<file path="config.mk">
export PLATFORM = sky130hd
export DESIGN_NAME = motor_pwm_driver_flat
export DESIGN_NICKNAME = d
export VERILOG_FILES = /design/src/rtl/motor_pwm_driver_pkg.sv /design/src/rtl/motor_pwm_driver_if.sv /design/src/rtl/motor_pwm_driver_duty_slew.sv /design/src/rtl/motor_pwm_driver.sv /design/src/flat_wrapper.sv
export SDC_FILE = /design/constraint.sdc
export NUM_CORES = 1
export LEC_CHECK = 0
export ABC_AREA = 0
export CAP_MARGIN = 20
export CORE_MARGIN = 4
export CORE_UTILIZATION = 37
export CTS_CLUSTER_SIZE = 16
export DETAILED_ROUTE_END_ITERATION = 12
export SLEW_MARGIN = 20
export SYNTH_ARGS = -nofsm -noshare
export SYNTH_HDL_FRONTEND = slang
export SYNTH_SLANG_ARGS = --single-unit
</file>
<file path="constraint.sdc">
create_clock -name clk -period 11.8 [get_ports clk]
set_input_delay 1.18 -clock clk [delete_from_list [all_inputs] [get_ports clk]]
set_output_delay 1.18 -clock clk [all_outputs]
set_load 0.1 [all_outputs]
</file>
<file path="src/rtl/motor_pwm_driver_pkg.sv">
// Shared types and defaults for the motor PWM driver and the host register map.
// Holds the controller state enum and the default ramp / dead-time constants.
package motor_pkg;

    typedef enum logic [1:0] {
        IDLE,
        RUN,
        BRAKE,
        DEAD
    } state_t;

    localparam int DEF_CNT_W       = 32;
    localparam int DEF_RAMP_STEP   = 1;
    localparam int DEF_DEAD_CYCLES = 1000;

endpackage

</file>
<file path="src/rtl/motor_pwm_driver_if.sv">
// Host/driver bundle for the motor PWM driver.
// master: drives enable, pwm_period, duty_target, dir_cmd; reads status.
// slave : the driver; reads the commands, drives pwm_out, dir_out, busy, at_target.
interface motor_pwm_driver_if #(
    parameter int CNT_W = 32
);
    logic             enable;
    logic [CNT_W-1:0] pwm_period;
    logic [CNT_W-1:0] duty_target;
    logic             dir_cmd;
    logic             pwm_out;
    logic             dir_out;
    logic             busy;
    logic             at_target;

    modport master (
        output enable, pwm_period, duty_target, dir_cmd,
        input  pwm_out, dir_out, busy, at_target
    );

    modport slave (
        input  enable, pwm_period, duty_target, dir_cmd,
        output pwm_out, dir_out, busy, at_target
    );
endinterface

</file>
<file path="src/rtl/motor_pwm_driver_duty_slew.sv">
// Saturating step-toward-target unit: moves i_cur toward i_target by at most i_step.
// Ports: i_cur, i_target, i_step, i_dir_down (direction of travel) -> o_next.
module duty_slew #(
    parameter int CNT_W = 32
) (
    input  logic [CNT_W-1:0] i_cur,
    input  logic [CNT_W-1:0] i_target,
    input  logic [CNT_W-1:0] i_step,
    input  logic             i_dir_down,
    output logic [CNT_W-1:0] o_next
);
    logic [CNT_W-1:0] w_diff;
    logic [CNT_W-1:0] w_move;

    always_comb begin
        w_diff = '0;
        // A target on the wrong side of i_cur yields no movement.
        if (i_dir_down && (i_cur > i_target)) begin
            w_diff = i_cur - i_target;
        end else if (!i_dir_down && (i_target > i_cur)) begin
            w_diff = i_target - i_cur;
        end
        w_move = (w_diff < i_step) ? w_diff : i_step;
        o_next = i_dir_down ? (i_cur - w_move) : (i_cur + w_move);
    end
endmodule

</file>
<file path="src/rtl/motor_pwm_driver.sv">
// PWM generator for the motor H-bridge with duty slew and guarded reversal.
// Ports: clk, reset (async, active-high), bus (slave modport: commands in, pins/status out).
module motor_pwm_driver
    import motor_pkg::*;
#(
    parameter int CNT_W       = DEF_CNT_W,
    parameter int RAMP_STEP   = DEF_RAMP_STEP,
    parameter int DEAD_CYCLES = DEF_DEAD_CYCLES
) (
    input logic                clk,
    input logic                reset,
    motor_pwm_driver_if.slave  bus
);
    localparam int DW = $clog2(DEAD_CYCLES) + 1;
    localparam logic [CNT_W-1:0] ONE_C     = CNT_W'(1);
    localparam logic [CNT_W-1:0] STEP      = CNT_W'(RAMP_STEP);
    localparam logic [DW-1:0]    ONE_D     = DW'(1);
    localparam logic [DW-1:0]    DEAD_INIT = DW'(DEAD_CYCLES - 1);

    state_t           r_state;
    logic [CNT_W-1:0] r_cnt;
    logic [CNT_W-1:0] r_period_q;
    logic [CNT_W-1:0] r_duty_cur;
    logic [DW-1:0]    r_dead_cnt;
    logic             r_dir;
    logic             r_pwm;
    logic             r_at;

    state_t           w_state_nxt;
    logic [CNT_W-1:0] w_cnt_nxt;
    logic [CNT_W-1:0] w_period_nxt;
    logic [CNT_W-1:0] w_duty_nxt;
    logic [DW-1:0]    w_dead_nxt;
    logic             w_dir_nxt;
    logic             w_pwm_nxt;
    logic             w_at_nxt;

    logic [CNT_W-1:0] w_period_in;
    logic [CNT_W-1:0] w_slew_tgt;
    logic [CNT_W-1:0] w_slew_next;
    logic             w_slew_down;
    logic             w_wrap;
    logic             w_run_ok;

    // A programmed period of 0 runs as 1 (two-cycle period).
    assign w_period_in = (bus.pwm_period == '0) ? ONE_C : bus.pwm_period;
    assign w_wrap      = (r_cnt == r_period_q);
    assign w_run_ok    = bus.enable && (bus.dir_cmd == r_dir);

    // One slew unit serves both the RUN seek and the BRAKE ramp to zero.
    assign w_slew_tgt  = (r_state == BRAKE) ? '0 : bus.duty_target;
    assign w_slew_down = (r_state == BRAKE) || (bus.duty_target < r_duty_cur);

    duty_slew #(.CNT_W(CNT_W)) u_slew (
        .i_cur      (r_duty_cur),
        .i_target   (w_slew_tgt),
        .i_step     (STEP),
        .i_dir_down (w_slew_down),
        .o_next     (w_slew_next)
    );

    always_ff @(posedge clk or posedge reset) begin
        if (reset) begin
            r_state    <= IDLE;
            r_cnt      <= '0;
            r_period_q <= '0;
            r_duty_cur <= '0;
            r_dead_cnt <= '0;
            r_dir      <= 1'b0;
            r_pwm      <= 1'b0;
            r_at       <= 1'b0;
        end else begin
            r_state    <= w_state_nxt;
            r_cnt      <= w_cnt_nxt;
            r_period_q <= w_period_nxt;
            r_duty_cur <= w_duty_nxt;
            r_dead_cnt <= w_dead_nxt;
            r_dir      <= w_dir_nxt;
            r_pwm      <= w_pwm_nxt;
            r_at       <= w_at_nxt;
        end
    end

    always_comb begin
        w_state_nxt  = r_state;
        w_cnt_nxt    = r_cnt;
        w_period_nxt = r_period_q;
        w_duty_nxt   = r_duty_cur;
        w_dead_nxt   = r_dead_cnt;
        w_dir_nxt    = r_dir;
        w_pwm_nxt    = 1'b0;

        unique case (r_state)
            IDLE: begin
                w_cnt_nxt  = '0;
                w_duty_nxt = '0;
                if (bus.enable) begin
                    w_state_nxt  = RUN;
                    w_dir_nxt    = bus.dir_cmd;
                    w_period_nxt = w_period_in;
                end
            end
            RUN, BRAKE: begin
                w_pwm_nxt = (r_cnt < r_duty_cur);
                if (w_wrap) begin
                    w_cnt_nxt    = '0;
                    w_period_nxt = w_period_in;
                    w_duty_nxt   = w_slew_next;
                end else begin
                    w_cnt_nxt = r_cnt + ONE_C;
                end
                if (r_state == RUN) begin
                    if (!w_run_ok) begin
                        w_state_nxt = BRAKE;
                    end
                end else if (w_run_ok) begin
                    // Command restored before reaching zero: resume without dead time.
                    w_state_nxt = RUN;
                end else if (r_duty_cur == '0) begin
                    w_state_nxt = DEAD;
                    w_dead_nxt  = DEAD_INIT;
                    w_cnt_nxt   = '0;
                end
            end
            DEAD: begin
                w_cnt_nxt = '0;
                if (r_dead_cnt != '0) begin
                    w_dead_nxt = r_dead_cnt - ONE_D;
                end else if (bus.enable) begin
                    w_state_nxt = RUN;
                    w_dir_nxt   = bus.dir_cmd;
                end else begin
                    w_state_nxt = IDLE;
                end
            end
            default: begin
                w_state_nxt = IDLE;
            end
        endcase

        // Registered so status has no combinational path from the host inputs.
        w_at_nxt = (w_state_nxt == RUN) && (w_duty_nxt == bus.duty_target);
    end

    assign bus.pwm_out   = r_pwm;
    assign bus.dir_out   = r_dir;
    assign bus.busy      = (r_state != IDLE);
    assign bus.at_target = r_at;

endmodule

</file>
<file path="src/flat_wrapper.sv">
// flat-port wrapper written by rule: the top's interface ports become plain ports
module motor_pwm_driver_flat import motor_pkg::*;
#(
    parameter int CNT_W       = DEF_CNT_W,
    parameter int RAMP_STEP   = DEF_RAMP_STEP,
    parameter int DEAD_CYCLES = DEF_DEAD_CYCLES
)
  (clk, reset, bus_enable, bus_pwm_period, bus_duty_target, bus_dir_cmd, bus_pwm_out, bus_dir_out, bus_busy, bus_at_target);
  motor_pwm_driver_if #(.CNT_W(CNT_W)) bus_i ();
  input logic clk;
  input logic reset;
  input wire logic [$bits(bus_i.enable)-1:0] bus_enable;
  input wire logic [$bits(bus_i.pwm_period)-1:0] bus_pwm_period;
  input wire logic [$bits(bus_i.duty_target)-1:0] bus_duty_target;
  input wire logic [$bits(bus_i.dir_cmd)-1:0] bus_dir_cmd;
  output wire logic [$bits(bus_i.pwm_out)-1:0] bus_pwm_out;
  output wire logic [$bits(bus_i.dir_out)-1:0] bus_dir_out;
  output wire logic [$bits(bus_i.busy)-1:0] bus_busy;
  output wire logic [$bits(bus_i.at_target)-1:0] bus_at_target;
  assign bus_i.enable = bus_enable;
  assign bus_i.pwm_period = bus_pwm_period;
  assign bus_i.duty_target = bus_duty_target;
  assign bus_i.dir_cmd = bus_dir_cmd;
  assign bus_pwm_out = bus_i.pwm_out;
  assign bus_dir_out = bus_i.dir_out;
  assign bus_busy = bus_i.busy;
  assign bus_at_target = bus_i.at_target;
  motor_pwm_driver #(.CNT_W(CNT_W), .RAMP_STEP(RAMP_STEP), .DEAD_CYCLES(DEAD_CYCLES)) u_core (.clk(clk), .reset(reset), .bus(bus_i));
endmodule
</file>
==> reports/results.ini, run 1 <==
[clock_network]
clk_latency_ns = 0.38
cts.repair.resized = 0
cts.clk_slew.worst_paths_ns = 0.10
cts_root_buf = clkbuf_16
postCtsHoldBufs = 0
cts_tree = yes
cts.sinks = 112
h-tree-depth = 3
cts-buffers-inserted = 9
ctsLongestPathBuffers = 2
post_cts_buffers = 0

[layout]
nFillCells = 3726
regArea_mm2 = 0.00280
multi_input_area_mm2 = 0.0103
drive_gt1_share_pct = 6.82
diodes = 0
syn_to_final_growth_pct = 10.8
final_cells = 2258
final_nets = 2022

[place]
dp_cells = 2242
gp_congestion = 0.966
hpwl_mm = 40.6
io_buffers = 71

[power_and_ir_drop]
leakage_nw = 6.84
power_mw = 2.42
powerDensity_mw_per_mm2 = 158
vdd.ir_drop.worst_mv = 0.143

[timing]
fin_crit_sh_pct = 90.7
finalSetupViolations = 0
hold_viol = 0
drv_slew = 0
maxSlewHeadroom_pct = 34.8
worst_pin_slew_ns = 0.975
final.setup.tns_ns = 0
finClkSkew_ns = 0.0203
fin_crit_ns = 10.70
max_freq_mhz = 93.5
rsz0062_at_grt = false

[floorplanning]
core_area_mm2 = 0.0367
die_h_um = 201
die-area_mm2 = 0.0405
start_util_pct = 37.6
pin_count = 72
placementRows = 70
die_w_um = 201

[grt]
grt_start_max_net_pins = 79
grt_overflow = 0
grt_pass1_wl_mm = 78.3
grt_usage_pct = 24.3
grt_pass1_vias = 13346
grt_antenna_before_repair = 1

[worst_setup_path]
cp.arrival_ns = 10.97
r2r_start = u_core.r_state[0]
critPathBufInv = 2
endpoint_kind = register
path_class = input port to register
cp_data_required_time_ns = 12.07
cp_common_cell = or4_1
crit_path_max_incr_delay_ns = 0.64
slowest_stage = clkdlybuf4s50_1
crit_start = bus_duty_target[11]
crit_family = simple AND/OR/NAND/NOR gates
cp-start-kind = input port
crit_fanout = 15

[synthesis]
yosysWarnings = 0
dominantRegCellSynth = dfrtp_1
synth_area_leaders = dfrtp_1 (20%), ha_1 (15%), xor2_1 (5.9%)
yosys.area.top_type = dfrtp_1
synth_top_cells_by_count = ha_1 (166), nand2_1 (144), a21oi_1 (130), nor2_1 (128), dfrtp_1 (112)
postSynthAreaPerCell_um2 = 7.85
synthCells = 1759
async_reset_ff_share_pct = 100
syn_area_mm2 = 0.0138
syn-num-nets = 1996
yosysSeqAreaShare_pct = 20.3
yosys.area.top_type_share_pct = 20.3
synth.distinct_cells = 80
synth.most_common_cell = ha_1
synth_seq_cells = 112
synth-edff-count = 0

[worst_hold_path]
holdCritStartpoint = u_core.r_dead_cnt[3]
hold_path_class = register to register

[route]
drtIter0Drc = 1530
vias = 13776
firstDrtPassIters = 6
via_per_inst = 6.10
wl_per_cell_um = 22.6
ant_nets = 0
drcViolationCount = 0
drt_wl_total_mm = 51.1

[outcome]
outcome = finished, final reports clean

[run]
max-cap-violations = 0

-- sequential cells by signal, summed over array words and instances, names as in the netlist --
name / count
u_core.bus.pwm_out: 1
u_core.bus.at_target: 1
u_core.r_state: 2
u_core.r_period_q: 32
u_core.r_dead_cnt: 11
u_core.bus.dir_out: 1
u_core.r_cnt: 32
u_core.r_duty_cur: 32
-- cell usage in the layout, fill, tap and decap left out, types with 51 or more instances in the layout --
cell,n
nor2_1,128
nand2b_1,51
o21ai_0,100
a21o_1,84
nand2_1,144
clkdlybuf4s50_1,71
a21oi_1,130
inv_1,107
xor2_1,93
ha_1,166
dfrtp_1,112
-- final timing paths --
check                                         to  slack (ns)  cells past startpoint
max reg2reg                 u_core.bus.at_target        1.35                     33
max                         u_core.bus.at_target        1.10                     31
min                         u_core.r_dead_cnt[3]        0.53                      2
min in group asynchronous   u_core.r_duty_cur[8]        1.18                      2
min reg2reg                 u_core.r_dead_cnt[3]        0.53                      2
max in group asynchronous  u_core.r_duty_cur[28]        9.50                      3
-- cell families after synthesis --
logic type	after synthesis	share of synthesized area [%]
AOI/OAI and AO/OA	527	25.2
xor gates and xnor gates	133	8.44
adders and majority gates	170	15.6
buffers and inverters	183	5.09
DFF	112	20.3
muxes	52	4.10
other	1	0.0272
and+or+nand+nor	581	21.3
-- area by class of cell --
cell class | instances | share of cell area [%]
flip-flops and latches | 112 | 18.3
repair buffers | 90 | 5.60
well taps | 468 | 3.83
clock buffers | 9 | 1.47
inverters | 108 | 2.67
multi-input cells | 1464 | 67.5
clock inverters | 7 | 0.605
-- routing by layer --
layer / track usage, % / routed length [um]
met1: 32.1 / 21600
met5: 0 / 7
met4: 13.2 / 3070
met3: 2.48 / 3080
met2: 39.1 / 23300
-- tightest hold or removal path, delay by kind of cell, from the launching register on --
kind | cells | cell delay, ns
AO/OA/AOI/OAI | 2 | 0.13
flip-flops | 1 | 0.36
-- power by group --
group	internal, mW	switching [mW]	leakage [nW]
logic	0.603	0.955	5.24
registers	0.458	0.0578	1.44
clock network	0.172	0.171	0.156
-- per-stage QoR --
stage / hold slack, ns / instance area [um2] / utilization (%) / setup slack [ns]
after global placement: 0.497 / 15000 / 40.8 / 1.05
after floorplan: 0.470 / 13800 / - / 3.33
final: 0.526 / 15300 / 41.7 / 1.10
after detailed placement: 0.503 / 15000 / 40.8 / 0.886
after CTS: 0.524 / 15300 / 41.7 / 1.23
after global routing: 0.547 / 15300 / 41.7 / 0.398
Power figures use the tool's default switching activity.
==> run 2: changes to the inputs <==
==> constraint.sdc (replaced) <==
create_clock -name clk -period 11.8 [get_ports clk]
set_input_delay 1.18 -clock clk [delete_from_list [all_inputs] [get_ports clk]]
set_output_delay 1.18 -clock clk [all_outputs]
set_load 0.05 [all_outputs]
==> results of run 2 <==
Same layout as run 1 (identical final DEF). Status: finished, final reports clean.
Main changes from that run: total power 2.42 mW -> 2.40 mW; worst IR drop on VDD 0.143 mV -> 0.141 mV
